<file path="config.mk">
export PLATFORM = sky130hd
export DESIGN_NAME = soc_noc_loopback_endpoint
export DESIGN_NICKNAME = d
export VERILOG_FILES = /design/src/rtl/soc_noc_loopback_pkg.sv /design/src/rtl/soc_noc_flit_fifo.sv /design/src/rtl/soc_noc_loopback_endpoint.sv
export SDC_FILE = /design/constraint.sdc
export NUM_CORES = 1
export LEC_CHECK = 0
export ABC_AREA = 1
export CORE_UTILIZATION = 35
export DETAILED_ROUTE_END_ITERATION = 10
export GPL_ROUTABILITY_DRIVEN = 0
export SLEW_MARGIN = 25
export SYNTH_ARGS = -nofsm -noshare
export SYNTH_HDL_FRONTEND = slang
export SYNTH_HIERARCHICAL = 1
export SYNTH_SLANG_ARGS = --single-unit
</file>
<file path="constraint.sdc">
create_clock -name clk -period 5.3 [get_ports clk]
set_clock_uncertainty 0.05 [all_clocks]
set_input_delay 1.325 -clock clk [delete_from_list [all_inputs] [get_ports clk]]
set_output_delay 1.325 -clock clk [all_outputs]
set_load 0.01 [all_outputs]
</file>
<file path="src/rtl/soc_noc_loopback_pkg.sv">
// Shared definitions for the NoC loopback endpoint: header field layout,
// ingress state encoding and the return-path header rewrite.
package soc_noc_loopback_pkg;

   localparam int DEST_W    = 5;
   localparam int CLASS_W   = 3;
   localparam int SRC_W     = 5;
   localparam int HDR_W     = DEST_W + CLASS_W + SRC_W;

   // Positions are relative to the HDR_W-bit slice at the top of a flit
   localparam int DEST_MSB  = HDR_W - 1;
   localparam int CLASS_MSB = DEST_MSB - DEST_W;
   localparam int SRC_MSB   = CLASS_MSB - CLASS_W;

   typedef enum logic [1:0] {
      IDLE = 2'd0,
      BODY = 2'd1,
      DROP = 2'd2
   } ingress_state_e;

   function automatic logic [HDR_W-1:0] swap_header(input logic [HDR_W-1:0] hdr,
                                                     input logic [SRC_W-1:0] id);
      logic [HDR_W-1:0] res;
      res                     = hdr;
      res[DEST_MSB -: DEST_W] = hdr[SRC_MSB -: SRC_W];
      res[SRC_MSB -: SRC_W]   = id;
      return res;
   endfunction

endpackage

</file>
<file path="src/rtl/soc_noc_flit_fifo.sv">
// Synchronous {last, flit} FIFO with a combinational head and
// full/empty/count status; storage itself is not reset.
module soc_noc_flit_fifo #(
   parameter int WIDTH = 33,
   parameter int DEPTH = 16
) (
   input  logic                       clk,
   input  logic                       rst,
   input  logic                       push,
   input  logic [WIDTH-1:0]           push_data,
   input  logic                       pop,
   output logic [WIDTH-1:0]           pop_data,
   output logic                       full,
   output logic                       empty,
   output logic [$clog2(DEPTH):0]     count
);

   localparam int AW = $clog2(DEPTH);

   logic [WIDTH-1:0] mem [DEPTH];
   logic [AW:0]      wr_ptr;
   logic [AW:0]      rd_ptr;
   logic             do_push;
   logic             do_pop;

   assign do_push  = push && !full;
   assign do_pop   = pop && !empty;
   assign full     = (count == (AW+1)'(DEPTH));
   assign empty    = (count == '0) && (wr_ptr == rd_ptr);
   assign pop_data = mem[rd_ptr[AW-1:0]];

   always_ff @(posedge clk) begin
      if (do_push) begin
         mem[wr_ptr[AW-1:0]] <= push_data;
      end
   end

   // Pointers wrap modulo DEPTH, so their top bit stays clear
   always_ff @(posedge clk or posedge rst) begin
      if (rst) begin
         wr_ptr <= '0;
         rd_ptr <= '0;
         count  <= '0;
      end else begin
         if (do_push) begin
            wr_ptr <= {1'b0, AW'(wr_ptr[AW-1:0] + 1'b1)};
         end
         if (do_pop) begin
            rd_ptr <= {1'b0, AW'(rd_ptr[AW-1:0] + 1'b1)};
         end
         if (do_push && !do_pop) begin
            count <= count + (AW+1)'(1);
         end else if (!do_push && do_pop) begin
            count <= count - (AW+1)'(1);
         end
      end
   end

endmodule

</file>
<file path="src/rtl/soc_noc_loopback_endpoint.sv">
// Store-and-forward NoC loopback: returns every packet to its sender with
// DEST/SRC rewritten. Define SOC_NOC_LOOPBACK_STATS_EN for return counters.
module soc_noc_loopback_endpoint
   import soc_noc_loopback_pkg::*;
#(
   parameter int FLIT_WIDTH  = 32,
   parameter int ENDPOINT_ID = 1,
   parameter int MAX_PKT_LEN = 8,
   parameter int DEPTH       = 16
) (
   input  logic                  clk,
   input  logic                  rst,
   input  logic [FLIT_WIDTH-1:0] noc_in_flit,
   input  logic                  noc_in_last,
   input  logic                  noc_in_valid,
   output logic                  noc_in_ready,
   output logic [FLIT_WIDTH-1:0] noc_out_flit,
   output logic                  noc_out_last,
   output logic                  noc_out_valid,
   input  logic                  noc_out_ready
`ifdef SOC_NOC_LOOPBACK_STATS_EN
   ,
   output logic [31:0]           stat_pkts_returned,
   output logic [31:0]           stat_flits_returned,
   output logic [31:0]           stat_pkts_truncated
`endif
);

   localparam int CW = $clog2(DEPTH) + 1;
   localparam int LW = $clog2(MAX_PKT_LEN + 1);
   localparam logic [SRC_W-1:0] ID_FIELD = SRC_W'(ENDPOINT_ID);

   ingress_state_e          state_q;
   ingress_state_e          state_d;
   logic [LW-1:0]           len_q;
   logic [LW-1:0]           len_d;
   logic [CW-1:0]           pkt_cnt_q;
   logic                    out_first_q;

   logic                    in_fire;
   logic                    wr_en;
   logic                    wr_last;
   logic                    trunc;
   logic                    pop;
   logic                    pkt_inc;
   logic                    pkt_dec;

   logic                    fifo_full;
   logic                    fifo_empty;
   logic [CW-1:0]           fifo_count_unused;
   logic [FLIT_WIDTH:0]     head_data;
   logic [FLIT_WIDTH-1:0]   head_flit;
   logic                    head_last;

   assign {head_last, head_flit} = head_data;

   soc_noc_flit_fifo #(
      .WIDTH (FLIT_WIDTH + 1),
      .DEPTH (DEPTH)
   ) u_fifo (
      .clk       (clk),
      .rst       (rst),
      .push      (wr_en),
      .push_data ({wr_last, noc_in_flit}),
      .pop       (pop),
      .pop_data  (head_data),
      .full      (fifo_full),
      .empty     (fifo_empty),
      .count     (fifo_count_unused)
   );

   // ---- Ingress: header/body tracking, truncation and drop ----
   assign noc_in_ready = !rst && ((state_q == DROP) || !fifo_full);
   assign in_fire      = noc_in_valid && noc_in_ready;

   always_comb begin
      state_d = state_q;
      len_d   = len_q;
      wr_en   = 1'b0;
      wr_last = noc_in_last;
      trunc   = 1'b0;
      case (state_q)
         IDLE: begin
            if (in_fire) begin
               wr_en = 1'b1;
               len_d = LW'(1);
               if (!noc_in_last) begin
                  state_d = BODY;
               end
            end
         end
         BODY: begin
            if (in_fire) begin
               wr_en = 1'b1;
               len_d = len_q + LW'(1);
               if (noc_in_last) begin
                  state_d = IDLE;
               end else if (len_q + LW'(1) == LW'(MAX_PKT_LEN)) begin
                  // Close the stored packet here; the rest is swallowed
                  wr_last = 1'b1;
                  trunc   = 1'b1;
                  state_d = DROP;
               end
            end
         end
         DROP: begin
            if (in_fire && noc_in_last) begin
               state_d = IDLE;
            end
         end
         default: state_d = IDLE;
      endcase
   end

   // ---- Egress: only whole packets are visible to the tile ----
   assign noc_out_valid = (pkt_cnt_q != '0) && !fifo_empty;
   assign pop           = noc_out_valid && noc_out_ready;
   assign pkt_inc       = wr_en && wr_last;
   assign pkt_dec       = pop && head_last;

   always_comb begin
      noc_out_flit = '0;
      noc_out_last = 1'b0;
      if (noc_out_valid) begin
         noc_out_flit = head_flit;
         noc_out_last = head_last;
         if (out_first_q) begin
            noc_out_flit[FLIT_WIDTH-1 -: HDR_W] =
               swap_header(head_flit[FLIT_WIDTH-1 -: HDR_W], ID_FIELD);
         end
      end
   end

   always_ff @(posedge clk or posedge rst) begin
      if (rst) begin
         state_q     <= IDLE;
         len_q       <= '0;
         pkt_cnt_q   <= '0;
         out_first_q <= 1'b1;
      end else begin
         state_q <= state_d;
         len_q   <= len_d;
         if (pkt_inc && !pkt_dec) begin
            pkt_cnt_q <= pkt_cnt_q + CW'(1);
         end else if (!pkt_inc && pkt_dec) begin
            pkt_cnt_q <= pkt_cnt_q - CW'(1);
         end
         if (pop) begin
            out_first_q <= head_last;
         end
      end
   end

`ifdef SOC_NOC_LOOPBACK_STATS_EN
   function automatic logic [31:0] sat_inc(input logic [31:0] v);
      return (v == '1) ? v : v + 32'd1;
   endfunction

   always_ff @(posedge clk or posedge rst) begin
      if (rst) begin
         stat_pkts_returned  <= '0;
         stat_flits_returned <= '0;
         stat_pkts_truncated <= '0;
      end else begin
         if (pkt_dec) begin
            stat_pkts_returned <= sat_inc(stat_pkts_returned);
         end
         if (pop) begin
            stat_flits_returned <= sat_inc(stat_flits_returned);
         end
         if (trunc) begin
            stat_pkts_truncated <= sat_inc(stat_pkts_truncated);
         end
      end
   end
`endif

endmodule

</file>
==> out/results.tsv <==
metric	value	unit
Leak Pwr	9.96	nW
commonest non-fill, non-tap cell in the layout	nand2_1	
Final Critical Period	5.03	ns
Storage cell area	0.0165	mm^2
internal power component	0.00898	W
overall power	0.0142	W
status	finished with violations	
fin crit share	0.948	
clk_lat worst skew	0.61	ns
Sw Pwr	0.00523	W
Hold Worst Slack	0.483	ns
Ys Warns	6	
Root Buffer	clkbuf_16	
filler cell count	6153	
Via Count	15500	
synthesized area per cell	11.0	um^2
worst slew pin tran	1.01	ns
worst hold-check path type	reg -> reg	
post-CTS sizing	0	
setup repair bufs after CTS	0	
Fin. Hold Viols	0	
detailed placement HPWL	32200	um
H-Tree Depth	2	
crit path max fanout	66	
Worst Path Required	3.92	ns
Slew Viols, Final	0	
Post-Syn Instances	2106	
WS Path Type	reg -> out	
Total GRT Usage	0.174	
Layout area overhead	15.0	%
routed wire length per instance	19.2	um
largest net degree at the start of global routing	171	
Logic pwr share	0.366	
crit path buf inv count	5	
Achievable Freq	199	MHz
Ant. Diodes	0	
Synth Net Count	2159	
Crit. End Element	output pin	
Site Rows	94	
CP Launch Type	flip-flop	
vias in the first global route	14800	
Starting Density	0.354	
pwr/cell area	531	mW/mm^2
Seq pwr share	0.369	
DRT antenna net count	0	
CTS Buffer Depth	3	
setup tns final	0	ns
Port Buffers	71	
Reg clk slew, reported paths	0.06	ns
initial antenna violation count	0	
Synth cell types	33	
Die Wd	260	um
worst vdd ir	0.479	mV
RSZ-0062 raised after global routing	false	
boundary pin count	72	
DRT iter0 DRCs	1459	
sw frac	0.368	
drt total wl	58800	um
overall die area	0.0675	mm^2
global-route wire length before repair	90200	um
Clock power frac	0.265	
area of the multi-input gates	0.00600	mm^2
# nets final	2209	
Num CTS Buffers	55	
Final setup viols	0	
Yosys reg bits	553	
CTS tree	built	
CP max stage delay	0.60	ns
Worst path slowest cell	clkdlybuf4s50_1	
vias per cell	5.05	
layout cells sized above 1	0.0637	
Detailed Routing Iterations Pass 1	8	
failing checks	DRC	
core region area	0.0657	mm^2
DIE HEIGHT	260	um
CTS sink count	553	
Critical Path AT	3.65	ns
Slew HR	0.325	
CTS Hold Buffers Added	0	
most frequent cells in the layout	684 x nand2_1, 528 x edfxtp_1, 241 x nor2_1, 215 x nand3_1, 105 x o21ai_0	
delay-heaviest family, CP	buffers and inverters	
DRC violations left	1	
CP Cell Sequence	inv_6 -> nand2_1 -> nand2_1 -> nor2_1 -> nand3_1 -> inv_1 -> inv_1 -> nand2_2 -> buf_4 -> nor2_1 -> clkdlybuf4s50_1	
post-synthesis sequential area ratio	0.709	
max_cap viols	0	
grt ovf	0	
Post-Syn Area	0.0233	mm^2
[layout make-up]
cell class / instances / share of cell area
clock inverters: 30 / 0.0106
clock buffers: 70 / 0.0536
well taps: 864 / 0.0404
inverters: 93 / 0.0135
multi-input cells: 1348 / 0.224
flip-flops and latches: 553 / 0.617
repair buffers: 105 / 0.0408
[Yosys cell counts, drive strengths merged]
master / count / area (um^2)
dfstp: 1 / 26.3
clkbuf: 24 / 90.1
edfxtp: 528 / 15900
o21ai: 107 / 539
clkinv: 2 / 7.51
o22ai: 1 / 6.26
fa: 2 / 40.0
inv: 91 / 342
ha: 14 / 175
o211ai: 33 / 248
a21oi: 9 / 48.8
or2: 1 / 6.26
nor2: 258 / 976
nand3: 216 / 1090
xor2: 7 / 61.3
a31oi: 1 / 6.26
nand4: 5 / 31.3
nand2: 687 / 2590
dfrtp: 24 / 601
nor3: 2 / 10.0
buf: 88 / 458
xnor2: 5 / 43.8
[metal layers]
| layer | GRT usage | wire [um] | vias up |
|---|---|---|---|
| met1 | 0.236 | 25500 | 7642 |
| met5 | 0 | 0 | - |
| met2 | 0.289 | 28700 | 470 |
| met3 | 0.0260 | 3330 | 98 |
| met4 | 0.0489 | 1360 | 0 |
| li1 | - | - | 7243 |
[worst min-delay path: cells and delay by family (launching register included)]
| kind | cells | cell delay (ns) |
|---|---|---|
| flops | 1 | 0.38 |
| simple gates | 2 | 0.12 |
[cells by family (layout without fill, tap and decap cells)]
family / count (synthesis) / count (layout) / synth area share
simple gates: 1169 / 1169 / 0.202
flops: 553 / 553 / 0.709
buf+inv: 205 / 298 / 0.0386
compound gates: 151 / 151 / 0.0365
fa+ha+maj: 16 / 16 / 0.00925
xor+xnor: 12 / 12 / 0.00452
[power groups by stage]
stage          Sequential, W  Combinational [W]  Clock [W]
2_1_floorplan        0.00527            0.00337          0
6_report             0.00524            0.00520    0.00376
3_5_place_dp         0.00533            0.00520          0
3_3_place_gp         0.00532            0.00517          0
5_1_grt              0.00527            0.00576    0.00398
4_1_cts              0.00524            0.00523    0.00383
[registers in the layout, summed over array words and instances (netlist names)]
name,flops
pkt_cnt_q,5
state_q,2
out_first_q,1
u_fifo/wr_ptr,4
u_fifo/rd_ptr,4
len_q,4
u_fifo/count,5
u_fifo/mem,528
[final timing paths]
path	startpoint	to	slack [ns]	depth (start not counted)
worst max-delay path	u_fifo/rd_ptr[0]$_DFFE_PP0P_	noc_out_last	0.27	11
worst min-delay path	pkt_cnt_q[3]$_DFFE_PP0P_	pkt_cnt_q[3]$_DFFE_PP0P_	0.48	2
worst max register to register	u_fifo/rd_ptr[0]$_DFFE_PP0P_	pkt_cnt_q[4]$_DFFE_PP0P_	1.26	20
worst min register to register	pkt_cnt_q[3]$_DFFE_PP0P_	pkt_cnt_q[3]$_DFFE_PP0P_	0.48	2
max in group asynchronous	rst	u_fifo/rd_ptr[0]$_DFFE_PP0P_	3.63	2
min in group asynchronous	rst	len_q[3]$_DFFE_PP0P_	1.09	3
[through the flow]
step           instances  cell area [um^2]  utilization  setup slack [ns]
2_1_floorplan       2106             23300            -              1.12
3_3_place_gp        2963             25000        0.381             0.695
3_5_place_dp        2963             25000        0.381             0.758
4_1_cts             3063             26700        0.407            0.0978
5_1_grt             3063             26700        0.407            0.0917
6_report            3063             26700        0.407             0.274
No activity file was read; power rests on OpenSTA's default activity.
